===== src/rtl/ahb_mst_in_stage_pkg.sv =====
// Shared encodings for the per-master AHB-Lite input stage: HTRANS/HRESP
// values and the stage FSM state type.
package ahb_mst_in_stage_pkg;

  typedef enum logic [1:0] {
    HTRANS_IDLE   = 2'd0,
    HTRANS_BUSY   = 2'd1,
    HTRANS_NONSEQ = 2'd2,
    HTRANS_SEQ    = 2'd3
  } htrans_e;

  localparam logic HRESP_OKAY  = 1'b0;
  localparam logic HRESP_ERROR = 1'b1;

  typedef enum logic [1:0] {
    ST_IDLE = 2'd0,
    ST_WAIT = 2'd1,
    ST_DPH  = 2'd2
  } stage_state_e;

  // Width of the packed address/control bundle kept in the holding register.
  function automatic int ctrl_width(input int addr_width);
    return addr_width + 2 + 1 + 3 + 3 + 4;
  endfunction

endpackage


===== src/rtl/ahb_mst_in_stage_if.sv =====
// Bus bundle around one master input stage: master-side AHB signals,
// the request/control lines toward the matrix, and the data-phase return.
interface ahb_mst_in_stage_if #(
  parameter int ADDR_WIDTH = 32,
  parameter int PRI_WIDTH  = 1
) ();
  // Handshake: an address phase is offered while m_req=1 and is taken in the
  // cycle m_ack=1; the stage holds it stable (m_* frozen) until that cycle.
  logic                  hsel_s;
  logic [ADDR_WIDTH-1:0] haddr_s;
  logic [1:0]            htrans_s;
  logic                  hwrite_s;
  logic [2:0]            hsize_s;
  logic [2:0]            hburst_s;
  logic [3:0]            hprot_s;
  logic                  hready_s;
  logic                  hreadyout_s;
  logic                  hresp_s;
  logic                  m_req;
  logic [PRI_WIDTH-1:0]  m_pri;
  logic                  m_hold;
  logic [ADDR_WIDTH-1:0] m_haddr;
  logic [1:0]            m_htrans;
  logic                  m_hwrite;
  logic [2:0]            m_hsize;
  logic [2:0]            m_hburst;
  logic [3:0]            m_hprot;
  logic                  m_ack;
  logic                  d_hready;
  logic                  d_hresp;

  modport master (
    output hsel_s, haddr_s, htrans_s, hwrite_s, hsize_s, hburst_s, hprot_s,
    output hready_s, m_ack, d_hready, d_hresp,
    input  hreadyout_s, hresp_s, m_req, m_pri, m_hold,
    input  m_haddr, m_htrans, m_hwrite, m_hsize, m_hburst, m_hprot
  );

  modport slave (
    input  hsel_s, haddr_s, htrans_s, hwrite_s, hsize_s, hburst_s, hprot_s,
    input  hready_s, m_ack, d_hready, d_hresp,
    output hreadyout_s, hresp_s, m_req, m_pri, m_hold,
    output m_haddr, m_htrans, m_hwrite, m_hsize, m_hburst, m_hprot
  );
endinterface


===== src/rtl/ahb_mst_in_stage_addr_hold_reg.sv =====
// Enable-loaded holding register for a stalled address phase, plus the
// live/held mux feeding the matrix.
module ahb_addr_hold_reg #(
  parameter int W = 45
) (
  input  logic         clk,
  input  logic         rst_n,
  input  logic         load_i,
  input  logic         sel_held_i,
  input  logic [W-1:0] live_i,
  output logic [W-1:0] out_o,
  output logic [W-1:0] held_o
);

  logic [W-1:0] hold_q;

  always_ff @(posedge clk or negedge rst_n) begin
    if (!rst_n)      hold_q <= '0;
    else if (load_i) hold_q <= live_i;
  end

  assign out_o  = sel_held_i ? hold_q : live_i;
  assign held_o = hold_q;

endmodule


===== src/rtl/ahb_mst_in_stage.sv =====
// Per-master AHB-Lite input stage: forwards or holds the address phase,
// then returns the slave port's ready/response during the data phase.
module ahb_mst_in_stage
  import ahb_mst_in_stage_pkg::*;
#(
  parameter int ADDR_WIDTH = 32,
  parameter int PRI_WIDTH  = 1,
  parameter int MST_PRI    = 0
) (
  input  logic                  clk,
  input  logic                  rst_n,
  ahb_mst_in_stage_if.slave     bus,
  output stage_state_e          state_o,
  output logic [ADDR_WIDTH-1:0] held_haddr_o
);

  localparam int CW = ctrl_width(ADDR_WIDTH);

  stage_state_e state_q;
  logic         live_vld;
  logic         open_slot;
  logic         cap_en;
  logic [CW-1:0] live_ctrl;
  logic [CW-1:0] mux_ctrl;
  logic [CW-1:0] held_ctrl;

  // rst_n gates the request so the arbiter never sees m_req during reset.
  assign live_vld  = bus.hsel_s & bus.htrans_s[1] & bus.hready_s & rst_n;
  assign open_slot = (state_q == ST_IDLE) | ((state_q == ST_DPH) & bus.d_hready);
  assign cap_en    = open_slot & live_vld & ~bus.m_ack;

  always_ff @(posedge clk or negedge rst_n) begin
    if (!rst_n) begin
      state_q <= ST_IDLE;
    end else begin
      case (state_q)
        ST_WAIT: if (bus.m_ack) state_q <= ST_DPH;
        default: begin
          if (open_slot) begin
            if (live_vld && bus.m_ack) state_q <= ST_DPH;
            else if (live_vld)         state_q <= ST_WAIT;
            else                       state_q <= ST_IDLE;
          end
        end
      endcase
    end
  end

  assign live_ctrl = {bus.haddr_s, bus.htrans_s, bus.hwrite_s,
                      bus.hsize_s, bus.hburst_s, bus.hprot_s};

  ahb_addr_hold_reg #(.W(CW)) u_hold (
    .clk        (clk),
    .rst_n      (rst_n),
    .load_i     (cap_en),
    .sel_held_i (state_q == ST_WAIT),
    .live_i     (live_ctrl),
    .out_o      (mux_ctrl),
    .held_o     (held_ctrl)
  );

  assign {bus.m_haddr, bus.m_htrans, bus.m_hwrite,
          bus.m_hsize, bus.m_hburst, bus.m_hprot} = mux_ctrl;

  assign bus.m_req  = (state_q == ST_WAIT) | live_vld;
  assign bus.m_pri  = PRI_WIDTH'(MST_PRI);
  // SEQ and BUSY both have htrans[0] set: the burst is still running.
  assign bus.m_hold = bus.hsel_s & bus.htrans_s[0];

  always_comb begin
    bus.hreadyout_s = 1'b1;
    bus.hresp_s     = HRESP_OKAY;
    case (state_q)
      ST_WAIT: bus.hreadyout_s = 1'b0;
      ST_DPH: begin
        bus.hreadyout_s = bus.d_hready;
        bus.hresp_s     = bus.d_hresp;
      end
      default: ;
    endcase
  end

  assign state_o      = state_q;
  assign held_haddr_o = held_ctrl[CW-1 -: ADDR_WIDTH];

endmodule


===== src/flat_wrapper.sv =====
// flat-port wrapper written by rule: the top's interface ports become plain ports
module ahb_mst_in_stage_flat import ahb_mst_in_stage_pkg::*;
#(
  parameter int ADDR_WIDTH = 32,
  parameter int PRI_WIDTH  = 1,
  parameter int MST_PRI    = 0
)
  (clk, rst_n, state_o, held_haddr_o, bus_hsel_s, bus_haddr_s, bus_htrans_s, bus_hwrite_s, bus_hsize_s, bus_hburst_s, bus_hprot_s, bus_hready_s, bus_m_ack, bus_d_hready, bus_d_hresp, bus_hreadyout_s, bus_hresp_s, bus_m_req, bus_m_pri, bus_m_hold, bus_m_haddr, bus_m_htrans, bus_m_hwrite, bus_m_hsize, bus_m_hburst, bus_m_hprot);
  ahb_mst_in_stage_if #(.ADDR_WIDTH(ADDR_WIDTH), .PRI_WIDTH(PRI_WIDTH)) bus_i ();
  input  logic clk;
  input  logic rst_n;
  output stage_state_e state_o;
  output logic [ADDR_WIDTH-1:0] held_haddr_o;
  input wire logic [$bits(bus_i.hsel_s)-1:0] bus_hsel_s;
  input wire logic [$bits(bus_i.haddr_s)-1:0] bus_haddr_s;
  input wire logic [$bits(bus_i.htrans_s)-1:0] bus_htrans_s;
  input wire logic [$bits(bus_i.hwrite_s)-1:0] bus_hwrite_s;
  input wire logic [$bits(bus_i.hsize_s)-1:0] bus_hsize_s;
  input wire logic [$bits(bus_i.hburst_s)-1:0] bus_hburst_s;
  input wire logic [$bits(bus_i.hprot_s)-1:0] bus_hprot_s;
  input wire logic [$bits(bus_i.hready_s)-1:0] bus_hready_s;
  input wire logic [$bits(bus_i.m_ack)-1:0] bus_m_ack;
  input wire logic [$bits(bus_i.d_hready)-1:0] bus_d_hready;
  input wire logic [$bits(bus_i.d_hresp)-1:0] bus_d_hresp;
  output wire logic [$bits(bus_i.hreadyout_s)-1:0] bus_hreadyout_s;
  output wire logic [$bits(bus_i.hresp_s)-1:0] bus_hresp_s;
  output wire logic [$bits(bus_i.m_req)-1:0] bus_m_req;
  output wire logic [$bits(bus_i.m_pri)-1:0] bus_m_pri;
  output wire logic [$bits(bus_i.m_hold)-1:0] bus_m_hold;
  output wire logic [$bits(bus_i.m_haddr)-1:0] bus_m_haddr;
  output wire logic [$bits(bus_i.m_htrans)-1:0] bus_m_htrans;
  output wire logic [$bits(bus_i.m_hwrite)-1:0] bus_m_hwrite;
  output wire logic [$bits(bus_i.m_hsize)-1:0] bus_m_hsize;
  output wire logic [$bits(bus_i.m_hburst)-1:0] bus_m_hburst;
  output wire logic [$bits(bus_i.m_hprot)-1:0] bus_m_hprot;
  assign bus_i.hsel_s = bus_hsel_s;
  assign bus_i.haddr_s = bus_haddr_s;
  assign bus_i.htrans_s = bus_htrans_s;
  assign bus_i.hwrite_s = bus_hwrite_s;
  assign bus_i.hsize_s = bus_hsize_s;
  assign bus_i.hburst_s = bus_hburst_s;
  assign bus_i.hprot_s = bus_hprot_s;
  assign bus_i.hready_s = bus_hready_s;
  assign bus_i.m_ack = bus_m_ack;
  assign bus_i.d_hready = bus_d_hready;
  assign bus_i.d_hresp = bus_d_hresp;
  assign bus_hreadyout_s = bus_i.hreadyout_s;
  assign bus_hresp_s = bus_i.hresp_s;
  assign bus_m_req = bus_i.m_req;
  assign bus_m_pri = bus_i.m_pri;
  assign bus_m_hold = bus_i.m_hold;
  assign bus_m_haddr = bus_i.m_haddr;
  assign bus_m_htrans = bus_i.m_htrans;
  assign bus_m_hwrite = bus_i.m_hwrite;
  assign bus_m_hsize = bus_i.m_hsize;
  assign bus_m_hburst = bus_i.m_hburst;
  assign bus_m_hprot = bus_i.m_hprot;
  ahb_mst_in_stage #(.ADDR_WIDTH(ADDR_WIDTH), .PRI_WIDTH(PRI_WIDTH), .MST_PRI(MST_PRI)) u_core (.clk(clk), .rst_n(rst_n), .bus(bus_i), .state_o(state_o), .held_haddr_o(held_haddr_o));
endmodule

===== config.mk =====
export PLATFORM = sky130hd
export DESIGN_NAME = ahb_mst_in_stage_flat
export DESIGN_NICKNAME = d
export VERILOG_FILES = /design/src/rtl/ahb_mst_in_stage_pkg.sv /design/src/rtl/ahb_mst_in_stage_if.sv /design/src/rtl/ahb_mst_in_stage_addr_hold_reg.sv /design/src/rtl/ahb_mst_in_stage.sv /design/src/flat_wrapper.sv
export SDC_FILE = /design/constraint.sdc
export NUM_CORES = 1
export LEC_CHECK = 0
export BUFFER_PORTS_ARGS = -buffer_cell sky130_fd_sc_hd__buf_2
export CORE_MARGIN = 2
export CORE_UTILIZATION = 50
export CTS_BUF_LIST = sky130_fd_sc_hd__clkbuf_2 sky130_fd_sc_hd__clkbuf_4 sky130_fd_sc_hd__clkbuf_8
export DETAILED_ROUTE_END_ITERATION = 12
export PLACE_DENSITY_LB_ADDON = 0.1
export REMOVE_ABC_BUFFERS = 1
export SLEW_MARGIN = 0
export SYNTH_ARGS = -nofsm -noshare
export SYNTH_HDL_FRONTEND = slang
export SYNTH_SLANG_ARGS = --single-unit

===== constraint.sdc =====
create_clock -name clk -period 2.9 [get_ports clk]
set_clock_uncertainty 0.2 [all_clocks]
set_input_delay 0.145 -clock clk [delete_from_list [all_inputs] [get_ports clk]]
set_output_delay 0.145 -clock clk [all_outputs]
set_load 0.05 [all_outputs]

==> results_dict.tcl <==
set metrics [dict create \
    worst_slack_ns 0.642 \
    synthArstFlopShare_pct 100 \
    wirelength_um 6080 \
    slew_headroom_pct 59.6 \
    portBuffers 134 \
    gp_congestion 0.770 \
    outcome "finished, final reports clean" \
    crit_chain "dlygate4sd3_1 -> buf_2 -> nand4_1 -> or4_2 -> buf_4 -> mux2_4" \
    setup_viol 0 \
    grt_antenna_before_repair 0 \
    grt_pass1_vias 1953 \
    worstMarginPinSlew_ns 0.606 \
    power.total_mw 2.66 \
    synthTopCellsByCount "mux2_2 (51), dfrtp_1 (47), mux2_4 (38)" \
    synth_cells 195 \
    r2r_slack_ns 0.71 \
    drv_slew 0 \
    via_count 1988 \
    detail-route-antenna-nets 0 \
    fill_cells 399 \
    cp-start-kind "input port" \
    cpPeakStageDelay_ns 0.64 \
    cts.sinks 47 \
    first_iter_violations 43 \
    period_share_pct 77.9 \
    p_per_area_mw_per_mm2 697 \
    p_seq_share_pct 35.5 \
    setup_tns_ns 0 \
    root_buffer "clkbuf_8" \
    cts_buffers 5 \
    synth_flop_cell "dfrtp_1" \
    ys_ff_latch 47 \
    wl_per_cell_um 14.5 \
    final_nets 398 \
    end_kind "flip-flop" \
    synth_edf_count 0 \
    dp_hpwl_um 3880 \
    synth.most_common_cell "mux2_2" \
    synth_largest_area_cell "dfrtp_1" \
    regArea_mm2 0.00118 \
    cpMaxStageDelayCell "or4_2" \
    syn_avg_cell_area_um2 14.2 \
    crit_type "input port to flip-flop" \
    crit_fanout 26 \
    routed_via_density 4.74 \
    yosysSeqAreaShare_pct 42.4 \
    drive_gt1_share_pct 68.6 \
    grt-ovfl-total 0 \
    rsz0062_at_grt "no" \
    hp-class "flip-flop to flip-flop" \
    max_freq_mhz 443 \
    fp-row-count 27 \
    syn_area_mm2 0.00278 \
    r2r-end "u_core.u_hold.held_o[26]$_DFFE_PN0P_" \
    dp_worst_setup_slack_ns 0.716 \
    required_ns 2.89 \
    dieArea_mm2 0.00616 \
    syn_to_final_growth_pct 37.4 \
    synth_area_leaders "dfrtp_1 (42%), mux2_2 (21%), mux2_4 (21%)" \
    io_pins 136 \
    p_comb_share_pct 45.6 \
    path_clk_slew_ns 0.09 \
    cp.arrival_ns 2.25 \
    cts.path.max_buffers 2 \
    critical_path.top_delay_family "buffers and inverters" \
    cts_tree "done" \
    r2r_start "u_core.state_o[1]$_DFFE_PN0P_" \
    post_cts_resized 0 \
    grt_usage_pct 19.9 \
    ys_warn_count 0 \
    start_util_pct 51.0 \
    hold_viol 0 \
    synth.distinct_cells 23 \
    htreeDepth 2 \
    grt_pass1_wl_um 9550 \
    power_switching_share_pct 42.5 \
    multiInputGateArea_mm2 0.00125 \
    drc_errors 0 \
    crit_path_start "rst_n" \
    grt_max_degree 48 \
    cp.depth 6 \
    coreArea_mm2 0.00544 \
    crit_end "u_core.u_hold.held_o[26]$_DFFE_PN0P_" \
    cp_num_buf_inv 3 \
    cellInternalPower_mw 1.53 \
    switchingPower_mw 1.13 \
    dieWidth_um 78.5 \
    finalCriticalPeriod_ns 2.26 \
    peakVddDrop_mv 0.424 \
    die_h_um 78.5 \
    yosysTopAreaCellShare_pct 42.4 \
    dr.pass1.iters 4 \
    p_leak_nw 2.02 \
    maxCapViolations 0 \
    p_clk_share_pct 18.9 \
    r2r.worst_path.cells 4 \
    worstHoldPathCells 1 \
    insertedDiodeCount 0 \
    clock_latency_ns 0.29 \
]
==> cell families after synthesis <==
group	count (synthesis)	synth area share (%)
buffers and inverters	43	12.9
AO/OA/AOI/OAI	3	0.676
multiplexers	89	41.3
AND/OR/NAND/NOR	12	2.66
other	1	0.135
flip-flops	47	42.4
==> metrics by stage <==
stage | hold slack (ns) | std cells | utilization (%) | area [µm²]
after floorplan | -0.351 | 153 | - | 2420
after global placement | 0.113 | 364 | 59.3 | 3230
after detailed placement | 0.113 | 364 | 59.3 | 3230
after CTS | 0.307 | 419 | 70.1 | 3810
after global routing | 0.328 | 419 | 70.1 | 3810
final | 0.301 | 419 | 70.1 | 3810
==> what timing repair did <==
item / CTS / global route
hold buffers: 47 / 0
buffers inserted: 0 / 0
endpoints found under the hold margin: 93 / 0
==> layout by cell type (no fill, tap or decap) <==
master | netlist | final
buf_2 | 4 | 134
mux2_2 | 51 | 51
dlygate4sd3_1 | 0 | 47
dfrtp_1 | 47 | 47
mux2_4 | 38 | 38
clkbuf_8 | 0 | 6
buf_4 | 33 | 5
and2b_1 | 2 | 2
nand2_1 | 2 | 2
inv_1 | 1 | 1
nor2_4 | 0 | 1
nor3b_1 | 1 | 1
nor2_1 | 1 | 1
nand4_1 | 1 | 1
o21ai_0 | 1 | 1
and2_1 | 1 | 1
and3_1 | 1 | 1
or4_2 | 0 | 1
or2b_1 | 1 | 1
a21oi_1 | 1 | 1
a22o_1 | 1 | 1
conb_1 | 1 | 1
bufinv_16 | 0 | 1
clkinv_2 | 0 | 1
==> routing by layer <==
| metal | global-route usage, % | part of all wire, % | vias to the layer above |
|---|---|---|---|
| li1 | - | - | 953 |
| met1 | 24.8 | 42 | 933 |
| met2 | 33.2 | 50 | 86 |
| met3 | 4.71 | 5.5 | 16 |
| met4 | 8.25 | 2.6 | 0 |
| met5 | 0 | 0 | - |
==> sequential cells by signal, indices dropped and copies added (netlist names) <==
signal and count:
u_core.state_o 2, u_core.u_hold.held_o 45
==> how the worst min path moves through the flow <==
stage	start	end
2_1_floorplan	rst_n	u_core.state_o[0]$_DFFE_PN0P_
3_3_place_gp	rst_n	u_core.u_hold.held_o[5]$_DFFE_PN0P_
3_5_place_dp	rst_n	u_core.u_hold.held_o[5]$_DFFE_PN0P_
4_1_cts	u_core.u_hold.held_o[12]$_DFFE_PN0P_	u_core.u_hold.held_o[12]$_DFFE_PN0P_
5_1_grt	u_core.u_hold.held_o[12]$_DFFE_PN0P_	u_core.u_hold.held_o[12]$_DFFE_PN0P_
6_report	u_core.u_hold.held_o[12]$_DFFE_PN0P_	u_core.u_hold.held_o[12]$_DFFE_PN0P_
==> power groups by stage <==
stage | Clock [mW] | Sequential, mW | Combinational, mW
after global placement | 0 | 0.949 | 1.15
after global routing | 0.542 | 0.965 | 1.26
after floorplan | 0 | 1.36 | 0.482
after CTS | 0.522 | 0.941 | 1.22
final | 0.502 | 0.943 | 1.21
after detailed placement | 0 | 0.948 | 1.17
==> worst register-to-register path, delay by kind of cell, from the launching register on <==
family,cells,cell delay (ns)
buffers and inverters,1,0.30
multiplexers,1,0.37
flip-flops,1,0.47
AND/OR/NAND/NOR,2,0.75
==> area by class of cell <==
class,count,area share (%)
multi-input combinational,105,32.7
timing repair buffer,186,30.9
sequential,47,30.8
tap,72,2.36
clock buffer,6,2.17
clock inverter,2,0.919
inverter,1,0.0984
Power figures use the tool's default switching activity.
